File: src/rtl/rsa_pkg.sv
// Shared seven-segment encodings and display FSM state type for the RSA result display.
package rsa_pkg;

    typedef enum logic [1:0] {
        DISP_IDLE    = 2'd0,
        DISP_CONVERT = 2'd1,
        DISP_UPDATE  = 2'd2
    } disp_state_t;

    // Segment bit order is dp,g,f,e,d,c,b,a; dp is never lit.
    localparam logic [7:0] SEG_NUM [10] = '{
        8'b00111111, 8'b00000110, 8'b01011011, 8'b01001111, 8'b01100110,
        8'b01101101, 8'b01111101, 8'b00000111, 8'b01111111, 8'b01101111
    };
    localparam logic [7:0] SEG_DASH  = 8'b01000000;
    localparam logic [7:0] SEG_BLANK = 8'h00;

    function automatic logic [7:0] seg_of(input logic [3:0] digit);
        logic [7:0] pat;
        if (digit <= 4'd9) begin
            pat = SEG_NUM[digit];
        end else begin
            pat = SEG_BLANK;
        end
        return pat;
    endfunction

endpackage

File: src/rtl/dabble_digit.sv
// Double-dabble correction cell: a BCD nibble of 5 or more gets 3 added before the shift.
module dabble_digit (
    input  logic [3:0] din,
    output logic [3:0] dout
);

    // Add-3 correction so the following left shift carries into the next decimal digit.
    always_comb begin
        if (din >= 4'd5) begin
            dout = din + 4'd3;
        end else begin
            dout = din;
        end
    end

endmodule

File: src/rtl/rsa_seg_display.sv
// Binary-to-decimal seven-segment display for RSA results, one input bit per cycle.
// Optional LEAD_ZERO_BLANK_EN blanks zero digits above the highest nonzero digit.
module rsa_seg_display
    import rsa_pkg::*;
#(
    parameter int DATA_W = 64,
    parameter int DIGITS = 8
) (
    input  logic                   clk,
    input  logic                   rst,
    input  logic                   in_valid,
    output logic                   in_ready,
    input  logic [DATA_W-1:0]      in_data,
    output logic                   busy,
    output logic                   overflow,
    output logic [DIGITS-1:0][7:0] seg
);

    localparam int BCD_W = 4 * DIGITS;
    localparam int CNT_W = $clog2(DATA_W + 1);

    disp_state_t             state_r;
    logic [DATA_W-1:0]       shift_r;
    logic [BCD_W-1:0]        bcd_r;
    logic [BCD_W-1:0]        adj_s;
    logic                    ovf_r;
    logic [CNT_W-1:0]        cnt_r;
    logic [DIGITS-1:0]       blank_s;
    logic [DIGITS-1:0][7:0]  seg_next_s;

    genvar g;
    generate
        for (g = 0; g < DIGITS; g++) begin : g_dabble
            dabble_digit u_dabble (
                .din  (bcd_r[4*g +: 4]),
                .dout (adj_s[4*g +: 4])
            );
        end
    endgenerate

`ifdef LEAD_ZERO_BLANK_EN
    logic zero_above_s;

    // Mark leading zero digits; digit 0 always stays visible.
    always_comb begin
        blank_s      = '0;
        zero_above_s = 1'b1;
        for (int i = DIGITS - 1; i > 0; i--) begin
            if (zero_above_s && (bcd_r[4*i +: 4] == 4'd0)) begin
                blank_s[i] = 1'b1;
            end else begin
                zero_above_s = 1'b0;
            end
        end
    end
`else
    // Leading zeros are shown.
    always_comb begin
        blank_s = '0;
    end
`endif

    // Segment patterns for the finished conversion; dashes win over blanking.
    always_comb begin
        seg_next_s = '0;
        for (int i = 0; i < DIGITS; i++) begin
            if (ovf_r) begin
                seg_next_s[i] = SEG_DASH;
            end else if (blank_s[i]) begin
                seg_next_s[i] = SEG_BLANK;
            end else begin
                seg_next_s[i] = seg_of(bcd_r[4*i +: 4]);
            end
        end
    end

    // Display FSM: accept a word, shift it through the BCD register, then publish.
    always_ff @(posedge clk) begin
        if (rst) begin
            state_r  <= DISP_IDLE;
            shift_r  <= '0;
            bcd_r    <= '0;
            ovf_r    <= 1'b0;
            cnt_r    <= '0;
            in_ready <= 1'b0;
            busy     <= 1'b0;
            overflow <= 1'b0;
            seg      <= '0;
        end else begin
            case (state_r)
                DISP_IDLE: begin
                    if (in_valid && in_ready) begin
                        shift_r  <= in_data;
                        bcd_r    <= '0;
                        ovf_r    <= 1'b0;
                        cnt_r    <= CNT_W'(DATA_W);
                        in_ready <= 1'b0;
                        busy     <= 1'b1;
                        state_r  <= DISP_CONVERT;
                    end else begin
                        in_ready <= 1'b1;
                        busy     <= 1'b0;
                    end
                end
                DISP_CONVERT: begin
                    // A set MSB after correction would carry out of the top digit.
                    if (adj_s[BCD_W-1]) begin
                        ovf_r <= 1'b1;
                    end
                    bcd_r   <= {adj_s[BCD_W-2:0], shift_r[DATA_W-1]};
                    shift_r <= {shift_r[DATA_W-2:0], 1'b0};
                    if (cnt_r != '0) begin
                        cnt_r <= cnt_r - CNT_W'(1);
                    end
                    if (cnt_r == CNT_W'(1)) begin
                        state_r <= DISP_UPDATE;
                    end
                end
                DISP_UPDATE: begin
                    seg      <= seg_next_s;
                    overflow <= ovf_r;
                    busy     <= 1'b0;
                    in_ready <= 1'b1;
                    state_r  <= DISP_IDLE;
                end
                default: begin
                    in_ready <= 1'b0;
                    busy     <= 1'b0;
                    state_r  <= DISP_IDLE;
                end
            endcase
        end
    end

endmodule

File: config.mk
export PLATFORM = sky130hd
export DESIGN_NAME = rsa_seg_display
export DESIGN_NICKNAME = d
export VERILOG_FILES = /design/src/rtl/rsa_pkg.sv /design/src/rtl/dabble_digit.sv /design/src/rtl/rsa_seg_display.sv
export SDC_FILE = /design/constraint.sdc
export NUM_CORES = 1
export LEC_CHECK = 0
export ABC_AREA = 0
export ABC_CLOCK_PERIOD_IN_PS = 1850
export CELL_PAD_IN_SITES_DETAIL_PLACEMENT = 0
export CELL_PAD_IN_SITES_GLOBAL_PLACEMENT = 2
export CORE_ASPECT_RATIO = 1.2
export CORE_MARGIN = 4
export CORE_UTILIZATION = 32
export CTS_BUF_LIST = sky130_fd_sc_hd__clkbuf_16
export CTS_CLUSTER_SIZE = 24
export DETAILED_ROUTE_END_ITERATION = 10
export GPL_TIMING_DRIVEN = 0
export PLACE_DENSITY_LB_ADDON = 0.2
export SYNTH_ARGS = -nofsm -noshare
export SYNTH_HDL_FRONTEND = slang
export SYNTH_HIERARCHICAL = 1
export SYNTH_SLANG_ARGS = --single-unit
File: constraint.sdc
create_clock -name clk -period 1.85 [get_ports clk]
set_input_delay 0.37 -clock clk [delete_from_list [all_inputs] [get_ports clk]]
set_output_delay 0.37 -clock clk [all_outputs]
set_load 0.01 [all_outputs]
* After elaboration in Yosys (flattened, before gate mapping) *
Memory sizes are Yosys's and may differ from the RTL's.
Index checks and enable logic that the tools add are counted.

storage, ports and cells
  flip-flop bits (word level) = 173
  bits in read-only memories = 1024
  input bits = 67
  output and inout port bits = 67
  logic and storage cells = 137
  memories kept = 8

memories
  memory           depth  width  read ports  clocked after memory_dff  write ports  RTL line       text
  (no name shown)  16     8      1           0                         0            rsa_pkg.sv:21  pat = SEG_NUM[digit];
  (no name shown)  16     8      1           0                         0            rsa_pkg.sv:21
  (no name shown)  16     8      1           0                         0            rsa_pkg.sv:21
  (no name shown)  16     8      1           0                         0            rsa_pkg.sv:21
  (no name shown)  16     8      1           0                         0            rsa_pkg.sv:21
  (no name shown)  16     8      1           0                         0            rsa_pkg.sv:21
  2 more memories  --     --     --          --                        --           --

cells by class
  $add $sub $neg = 9
  order comparisons = 24
  equal/unequal tests = 7
  multiplexer cells = 57
  bitwise operators = 8
  reductions and logical operators = 8

operators by type and width
  kind                                                  count
  2-to-1 mux 8 bit                                      32
  case mux 64 bit (2 select lines)                      1
  2-to-1 mux 64 bit                                     1
  case mux 32 bit (2 select lines)                      1
  >= comparator 5 bit (second input constant)           8
  inverter 4 -> 5 bit                                   8
  adder 4 x 2 -> 4 bit (second input constant)          8
  >= comparator 4 x 3 -> 1 bit (second input constant)  8
  <= comparator 4 bit (second input constant)           8
  2-to-1 mux 32 bit                                     1
  2-to-1 mux 4 bit                                      8
  2-to-1 mux 7 bit                                      2
  case mux 7 bit (2 select lines)                       1
  equality test 7 x 1 -> 1 bit (second input constant)  1
  nonzero test 7 bit                                    1
  subtractor 7 x 1 -> 7 bit (second input constant)     1
  != test 2 bit (second input constant)                 3
  AND reduction 3 bit                                   2
  2-to-1 mux 1 bit                                      4
  2-to-1 mux 2 bit                                      2
  case mux 1 bit (2 select lines)                       2
  case mux 2 bit (2 select lines)                       1
  AND reduction 2 bit                                   2
  case mux 1 bit (3 select lines)                       1
  other kinds (6)                                       6

* Longest topological paths before layout *
Gate-level depths: netlist (run 1).

  depth in word-level cells = 6
  depth in mapped cells = 6
  mapped depth without buffers = 6

* By module *
The synthesis (run 1) kept the hierarchy.

by module, submodules not included
  module           times used  cells an instance  area an instance (µm²)  sequential area each (µm²)
  rsa_seg_display  1           918                7676.1                  3303.2
  dabble_digit     8           16                 101.3                   0.0

* Least setup slack after synthesis (run 1) *
Ideal clock, no wire load.

  path kind = register -> register
  start point = register in_ready
  end point = register cnt_r[1]
  setup time = 0.070 ns
  data arrival time = 1.429 ns
  path slack = 0.350 ns
  cell stages (with the launch flop) = 6
  path buffers = 1
  cells stage by stage = dfxtp_1 -> a21oi_2 -> or2_0 -> clkbuf_2 -> or4_1 -> a21oi_1

between the ends
  longest elaborated chain between the ends = 3

RTL lines
  what                           RTL line                text
  from (decl)                    rsa_seg_display.sv:12   output logic in_ready,
  from (signal assigned)         rsa_seg_display.sv:85   in_ready <= 1'b0;
  from (signal assigned)         rsa_seg_display.sv:97   in_ready <= 1'b0;
  from (signal assigned)         rsa_seg_display.sv:101  in_ready <= 1'b1;
  logical AND 1 bit              rsa_seg_display.sv:92   if (in_valid && in_ready) begin
  != test 2 bit (no line)        --
  AND reduction 3 bit (no line)  --
  to (signal assigned)           rsa_seg_display.sv:96   cnt_r <= CNT_W'(DATA_W);
  to (signal assigned)           rsa_seg_display.sv:113  cnt_r <= cnt_r - CNT_W'(1);
  to (decl)                      rsa_seg_display.sv:27   logic [CNT_W-1:0] cnt_r;

Every way passes these cells.
A chain may end at the register's enable or synchronous reset.

* Worst setup path after layout (run 1) *
  start point = register in_ready
  end point = output port in_ready

No word-level cell between the ends.

==> results of run 1 <==
[path summary, 6_finish.rpt]
kind	from	to	cells after the start
max	in_ready	in_ready	1
min	seg[53]	seg[53]	2
max reg2reg	state_r[1]	seg[60]	6
min reg2reg	seg[53]	seg[53]	2
[metal layers]
layer  share of wire  up-vias  track usage  wire, µm
met3           0.031       11       0.0264       717
li1                -     3909            -         -
met4          0.0091        0       0.0347       208
met5               0        -            0         0
met2            0.48      129        0.258     11100
met1            0.47     3513        0.214     10800
[sequential cells by signal (all words and copies together) (netlist names)]
| register | cells |
|---|---|
| shift_r | 64 |
| seg | 56 |
| bcd_r | 32 |
| cnt_r | 7 |
| state_r | 2 |
| busy | 1 |
| in_ready | 1 |
| overflow | 1 |
| ovf_r | 1 |
[layout by cell type (no fill, tap or decap), types with 9 or more instances in the layout]
cell type / instances
sky130_fd_sc_hd__a22o_1: 33
sky130_fd_sc_hd__clkbuf_16: 17
sky130_fd_sc_hd__dfxtp_1: 158
sky130_fd_sc_hd__buf_4: 9
sky130_fd_sc_hd__nor2_1: 116
sky130_fd_sc_hd__clkbuf_1: 44
sky130_fd_sc_hd__ha_1: 66
sky130_fd_sc_hd__a22oi_1: 17
sky130_fd_sc_hd__a21oi_1: 41
sky130_fd_sc_hd__o21ai_0: 63
sky130_fd_sc_hd__a21oi_2: 9
sky130_fd_sc_hd__nand2_1: 218
sky130_fd_sc_hd__nand2b_1: 18
sky130_fd_sc_hd__inv_1: 38
sky130_fd_sc_hd__a311oi_1: 63
sky130_fd_sc_hd__clkdlybuf4s50_1: 124
sky130_fd_sc_hd__buf_2: 17
sky130_fd_sc_hd__mux2i_1: 21
sky130_fd_sc_hd__clkbuf_2: 9
sky130_fd_sc_hd__nor2b_1: 14
[final cells by class]
type | count | area [µm²]
Fill cell | 2720 | 15300
Multi-Input combinational cell | 768 | 4770
Sequential cell | 165 | 3310
Timing Repair Buffer | 124 | 1240
Clock buffer | 17 | 425
Tap cell | 335 | 419
Buffer | 82 | 385
Clock inverter | 15 | 188
Inverter | 38 | 143
[power by group through the flow]
| stage | combinational (mW) | sequential, mW | clock, mW |
|---|---|---|---|
| finish | 0.977 | 3.86 | 3.72 |
| global route | 1.11 | 3.88 | 3.96 |
| CTS | 0.988 | 3.86 | 3.83 |
| detailed placement | 0.981 | 3.94 | 0 |
| global placement | 0.976 | 3.93 | 0 |
| floorplan | 0.621 | 3.91 | 0 |
[logic make-up after synthesis]
logic type,share of synthesized area
other,0.000442
DFF,0.389
buffers and inverters,0.0593
and+or+nand+nor,0.191
adders and majority gates,0.0973
muxes,0.0248
AOI/OAI and AO/OA,0.228
xor gates and xnor gates,0.00929
[worst register-to-register path: cells and delay by family (launching register included)]
family / cells / cell delay, ns
AO/OA/AOI/OAI: 3 / 0.54
AND/OR/NAND/NOR: 1 / 0.35
flip-flops: 1 / 0.31
buffers and inverters: 2 / 0.44
[repair_timing]
item                                    4_1_cts  5_1_grt
resized for setup                            14       23
endpoints found under the setup margin      110      107
pin swaps                                     0        0
[metrics by stage]
| step | std cells | instance area (µm²) |
|---|---|---|
| CTS | 1544 | 10800 |
| floorplan | 1053 | 8510 |
| global placement | 1512 | 10200 |
| finish | 1544 | 10900 |
| detailed placement | 1512 | 10200 |
| global route | 1544 | 10900 |
==> out/results.txt, run 1 <==
Transition time of the tightest slew-check pin: 0.766 ns. No sink is reached through more buffers than the 2 on the longest clock path. The root buffer cell chosen for the clock tree is sky130_fd_sc_hd__clkbuf_16. The HPWL after detailed placement is 16.6 mm. The die width was 157 µm; the area growth from synthesis to layout was 28.3%.

STA classifies the critical path startpoint as a flop. The leading cell type by number of instances after synthesis was sky130_fd_sc_hd__nand2_1. The largest net degree at the start of global routing was 18. The largest single stage delay on the critical path is 0.59 ns. The commonest cells after synthesis are 218 x sky130_fd_sc_hd__nand2_1, 165 x sky130_fd_sc_hd__dfxtp_1, 116 x sky130_fd_sc_hd__nor2_1. The port buffer count was 124; the number of enable flip-flop cells after synthesis was 0. The number of distinct library cell variants in the gate-level netlist after synthesis came out at 46.

The run gives 0.451 as the relative contribution of sequential cells to total power. The post-CTS clock slew at the launch and capture registers of the worst setup and hold paths came out at 0.07 ns. After technology mapping, the gate count stands at 1046. TritonCTS built the clock tree. The net count of the finished layout is 1329. Final critical path time including I/O delays and setup: 1.77 ns.

Counting the buffers created by CTS gives 17. The switching power as a share of total power works out to 0.272. For the aggregate global routing overflow, the log shows 0. The placer congestion estimate was 0.762; the remaining number of nets flagged by the antenna check after routing was 0. The global-route wire length before repair is 37.7 mm.

The area of the core region is 26200 µm². The run gives 0.114 as the fraction of power consumed by combinational cells. During I/O placement, the number of pins put on the boundary was 134. In this run the cell area of the synthesized design comes to 8490 µm². The smallest hold slack came out at 0.451 ns. Among all flip-flop cells after synthesis, the most frequent one is sky130_fd_sc_hd__dfxtp_1. Number of failing hold endpoints at the final stage: 0.

Share of the cycle needed by the critical path after routing: 0.958. Summing over every cut layer, the via total after detailed routing is 7562. The die is 186 µm tall. The initial standard-cell utilization of the core came out at 0.324.

The analysis attributes to cell leakage a power of 4.02 nW. Worst setup path category: flop to output pin. The logs give 0.490 for the worst slew slack as a fraction of its limit and -0.650 ns for the worst setup slack before clock tree synthesis.

The final worst slack is 0.0770 ns, and the number of rows in the core area is 65. The arrival time at the worst endpoint was 1.40 ns; the detailed-route DRC error count was 0. The floorplan step defined a die boundary enclosing 29200 µm². The average instance in the mapped netlist occupies 8.11 µm². The total setup buffers inserted after CTS came out at 0. The tools report the overall power after layout as 8.55 mW. The number of sinks on the clock net was 165. The overall routing resource usage was 0.156; the final core utilization was 0.416. IR analysis of the VDD net gives a maximum drop of 0.524 mV. The clock power share came out at 0.435.

The flow ran to the end, and the final reports show no timing, DRC or antenna violations. Setup violations remaining at the end of the flow were counted as 0. In this run the power spent charging and discharging nets is 2.33 mW. For the internal power component, the log shows 6.23 mW. In the final routed layout, each cell accounts on average for 14.8 µm. For the count of antenna diodes in the layout, the log shows 0. The type of the tightest min-delay check is flop to flop. The tools report the required time at the endpoint of the critical path as 1.48 ns. The largest delay contributor family on the critical path was buffers and inverters.

The number of pins exceeding their max-slew limit in the final report is 0. For the clock latency of the later-clocked register in the worst-skew pair, the log shows 0.42 ns. The run gives 22.8 mm as the total wire length. The run gives 7330 as the number of global-route vias before repair. In this run, synthesis produced a sequential element count of 165. Critical path's slowest cell: sky130_fd_sc_hd__clkdlybuf4s50_1. The cell type with the highest aggregate area in the netlist was sky130_fd_sc_hd__dfxtp_1. For the setup TNS, the log shows 0 ns. For the final database, setup skew stands at 0.0148 ns.

The setup check on the worst reg-to-reg path leaves a slack of 0.13 ns. The tools report the deepest level of the CTS H-tree as 4. Sorting the synthesized cells by area gives the leading types as sky130_fd_sc_hd__dfxtp_1 39%, sky130_fd_sc_hd__ha_1 9.7%, sky130_fd_sc_hd__nand2_1 9.6%.

Timing would allow up to 564 MHz. Max-cap violations in this run came to 0. The combined buffer and inverter count along the critical path is 1, and the fraction of the yosys area taken by sequential cells is 0.389.

The share of flip-flops with an asynchronous set or reset was 0. Dividing the detail-routed via count by the number of cells gives 4.90. After the first detailed-routing iteration, the DRC count stood at 320.

The signal on the critical path passes through clkdlybuf4s50_1. The number of antenna violations at the first check in global routing was 0. The tools report the quantity of hold-fixing buffers added after cts as 0. The first TritonRoute pass finished after 5 iterations. Of all nets on the critical path, the largest fanout is 4. The share of the synthesized area in the top cell type is 0.389. The type of element capturing the critical path is an output pin. The run gives 6 as the Yosys warning count. Setup repair after global routing could not meet its margin everywhere.

For this design the ratio of total power to cell area is 786 nW/µm². The layout cell share with drive strength beyond 1 is 0.0811.
No activity file was read; power rests on OpenSTA's default activity.
==> run 2: changes to the inputs <==
--- a/config.mk
+++ b/config.mk
@@ -15,7 +15,7 @@
 export CTS_BUF_LIST = sky130_fd_sc_hd__clkbuf_16
 export CTS_CLUSTER_SIZE = 24
 export DETAILED_ROUTE_END_ITERATION = 10
-export GPL_TIMING_DRIVEN = 0
+export HOLD_SLACK_MARGIN = 0.1
 export PLACE_DENSITY_LB_ADDON = 0.2
 export SYNTH_ARGS = -nofsm -noshare
 export SYNTH_HDL_FRONTEND = slang
==> run 2 against run 1 <==
Core utilization fell by 0.12 points. Global-route usage down 1.6 points. Setup slack worse by 0.033 ns. Cell count down 2.7%. Largest cell class unchanged.
==> out/results.txt, run 2 (synthesized netlist as in run 1, its figures left out) <==
In this design, the largest share of critical-path delay is due to buffers and inverters. The run gives 0.122 (+0.008) as the fraction of power consumed by combinational cells. The flip-flop count of the largest register, all copies and words added was 64 (unchanged); the die width was 157 µm (unchanged). The count of max-cap constraint violations is 0 (unchanged).

The critical path ends at in_ready. Setup repair after global routing left no endpoint under its margin. The number of antenna violations at the first check in global routing was 0 (unchanged). The largest driver fanout on the critical path came out at 4 (unchanged). Compared with the post-synthesis result, the final layout area differs by 27.9%.

The die footprint was 29200 µm² (unchanged). The critical path's slowest cell is sky130_fd_sc_hd__clkdlybuf4s50_1. The count of endpoints failing setup in the final report came out at 0 (unchanged). The critical path is of the flop to output pin type. The detailed-route DRC error count came out at 0 (unchanged). The total setup buffers inserted after CTS was 0 (unchanged). The length in cells of the worst reg-to-reg path came out at 5 (-1).

The most common cell after layout, fill and taps aside is sky130_fd_sc_hd__nand2_1. The deepest level of the CTS H-tree was 4 (unchanged). The top register by number of flip-flops was shift_r. The delay of the slowest critical-path stage works out to 0.57 ns (-0.02 ns). Traced cell by cell, the critical path runs through clkdlybuf4s50_1. The areal power density over the cells was 771 nW/µm² (-1.8%); the clock power share was 0.417 (-0.018). The worst hold path belongs to the class input pin to flop.

The number of global-route vias before repair is 6784 (-7.4%), and the post-placement cell count is 1470 (-2.8%). In this run the clock root is driven by a sky130_fd_sc_hd__clkbuf_16. The final standard cell count with taps included and fillers excluded is 1502 (-2.7%), and the TritonCTS buffer count is 17 (unchanged). TritonCTS built the clock tree. The count of antenna diodes in the layout was 0 (unchanged); the internal power component was 6.22 mW (-0.16%). The transition time of the tightest slew-check pin is 0.750 ns (-0.0162 ns). The number of rows in the core area was 65 (unchanged).

The tools report the clock latency of the later-clocked register in the worst-skew pair as 0.43 ns (about the same). The maximum clock frequency is 554 MHz (-1.9%). The port buffer count works out to 125 (+0.81%).

The logs give 2 (unchanged) for the maximum buffer depth of the clock tree and 134 (unchanged) for the top-level I/O count. The combined buffer and inverter count along the critical path works out to 1 (unchanged). The detailed-router iteration count before antenna repair was 5 (unchanged); the switching power as a share of total power was 0.258 (-0.0145). The initial standard-cell utilization of the core was 0.324 (unchanged); the placer congestion estimate was 0.761 (about the same).

The run gives 8.37 mW (-2.1%) as the overall power after layout. The largest net degree at the start of global routing came out at 61 (+43). The largest registers in the layout are shift_r: 64 flops, seg: 56 flops, bcd_r: 32 flops. The number of pins exceeding their max-slew limit in the final report was 0 (unchanged). For the worst clock skew on the final layout, the log shows 0.0118 ns (-0.00302 ns). The tools report the worst flop-to-flop path startpoint as state_r[1]. The smallest hold slack is 0.344 ns (-0.107 ns). The tools report the remaining number of nets flagged by the antenna check after routing as 0 (unchanged). The slack of the worst reg-to-reg path is 0.23 ns (+0.10 ns), and the leakage power summed over all cells is 4.01 nW (-0.21%). The arrival time at the worst endpoint is 1.44 ns (+0.04 ns). The library cells used most frequently in the layout, excluding fill and tap cells, are 218 x sky130_fd_sc_hd__nand2_1, 163 x sky130_fd_sc_hd__dfxtp_1, 124 x sky130_fd_sc_hd__clkdlybuf4s50_1. The share of the cycle needed by the critical path after routing came out at 0.976 (+0.0181). The run gives 0.544 mV (+3.8%) as the worst supply voltage drop on vdd. The routed length per placed instance was 13.8 µm (-6.2%). The iteration-0 DRC count of the detailed router is 331 (+3.4%). Switching power: 2.16 mW (-7.3%). For the area of the core region, the log shows 26200 µm² (unchanged). The run finished with clean final reports. The tools report the worst slew slack as a fraction of its limit as 0.498 (+0.00894). The run gives -0.230 ns (+0.419 ns) as the worst setup slack before clock tree synthesis. The endpoint of the worst register-to-register path was seg[36]. The global-route wire length before repair is 34.1 mm (-9.6%), and the aggregate global routing overflow is 0 (unchanged). Final critical path time including I/O delays and setup: 1.81 ns (+0.0334 ns). The total wire length is 20.8 mm (-8.8%), and the number of sinks on the clock net is 165 (unchanged). The post-CTS clock slew at the launch and capture registers of the worst setup and hold paths was 0.07 ns (about the same).

For the required time at the endpoint of the critical path, the log shows 1.48 ns (about the same). The number of vias in the routed layout was 7244 (-4.2%). The layout cell share with drive strength beyond 1 was 0.0823 (+0.00120). The overall routing resource usage is 0.141 (-0.0156), and the relative contribution of sequential cells to total power is 0.461 (+0.010). Type of element capturing the critical path: an output pin. The critical path depth is 1 (unchanged).

The vias per cell is 4.82 (-1.5%). The overall die height is 186 µm (unchanged). The number of nets in the final layout came out at 1287 (-3.2%). The number of failing hold endpoints at the final stage is 0 (unchanged). The placed wire-length estimate after detailed placement is 14.7 mm (-12%), and the final worst slack is 0.0436 ns (-0.0334 ns).

The worst setup path is launched from a flop. The launch point of the critical path was in_ready.
[run 2: final cells by class]
class | instances | area [µm²]
Clock buffer | 17 | 425
Clock inverter | 15 | 141
Fill cell | 2694 | 15300
Inverter | 38 | 143
Multi-Input combinational cell | 768 | 4730
Sequential cell | 165 | 3310
Tap cell | 335 | 419
Timing Repair Buffer | 164 | 1690
[run 2: worst min-delay path by stage]
stage	cells after the start	endpoint	start	slack, ns
after CTS	2	cnt_r[6]	rst	0.33
after global routing	2	state_r[0]	rst	0.34
after floorplan	1	bcd_r[0]	shift_r[63]	0.44
final	2	cnt_r[6]	rst	0.34
after global placement	2	seg[16]	seg[16]	0.44
after detailed placement	2	seg[0]	seg[0]	0.45
[run 2: metrics by stage]
stage | setup TNS, ns | area (µm²) | utilization
after floorplan | 0 | 8510 | -
after global placement | -5.77 | 10300 | 0.393
after CTS | 0 | 10900 | 0.414
final | 0 | 10900 | 0.414
after detailed placement | -6.83 | 10300 | 0.393
after global routing | 0 | 10900 | 0.414
[run 2: timing repair]
item	CTS	global route
endpoints found under the setup margin	0	2
hold buffers	0	0
gates resized for setup	0	2
[run 2: worst register-to-register path, cell delays in order (launching register included)]
cell and delay, ns:
sky130_fd_sc_hd__dfxtp_2 0.39, sky130_fd_sc_hd__or3b_1 0.38, sky130_fd_sc_hd__buf_4 0.19, sky130_fd_sc_hd__a21oi_2 0.24
sky130_fd_sc_hd__o311ai_0 0.20, sky130_fd_sc_hd__a21oi_1 0.16
[run 2: metal layers]
| metal | wire [µm] | global-route usage | vias up |
|---|---|---|---|
| li1 | - | - | 3815 |
| met5 | 0 | 0 | - |
| met1 | 9920 | 0.183 | 3307 |
| met2 | 9930 | 0.234 | 105 |
| met4 | 255 | 0.0407 | 0 |
| met3 | 690 | 0.0306 | 17 |
[run 2: power groups by stage]
stage / logic [mW] / registers, mW / clock network [mW]
2_1_floorplan: 0.621 / 3.91 / 0
3_5_place_dp: 1.04 / 3.94 / 0
4_1_cts: 1.04 / 3.86 / 3.63
3_3_place_gp: 1.04 / 3.94 / 0
5_1_grt: 1.15 / 3.88 / 3.77
6_report: 1.02 / 3.86 / 3.49
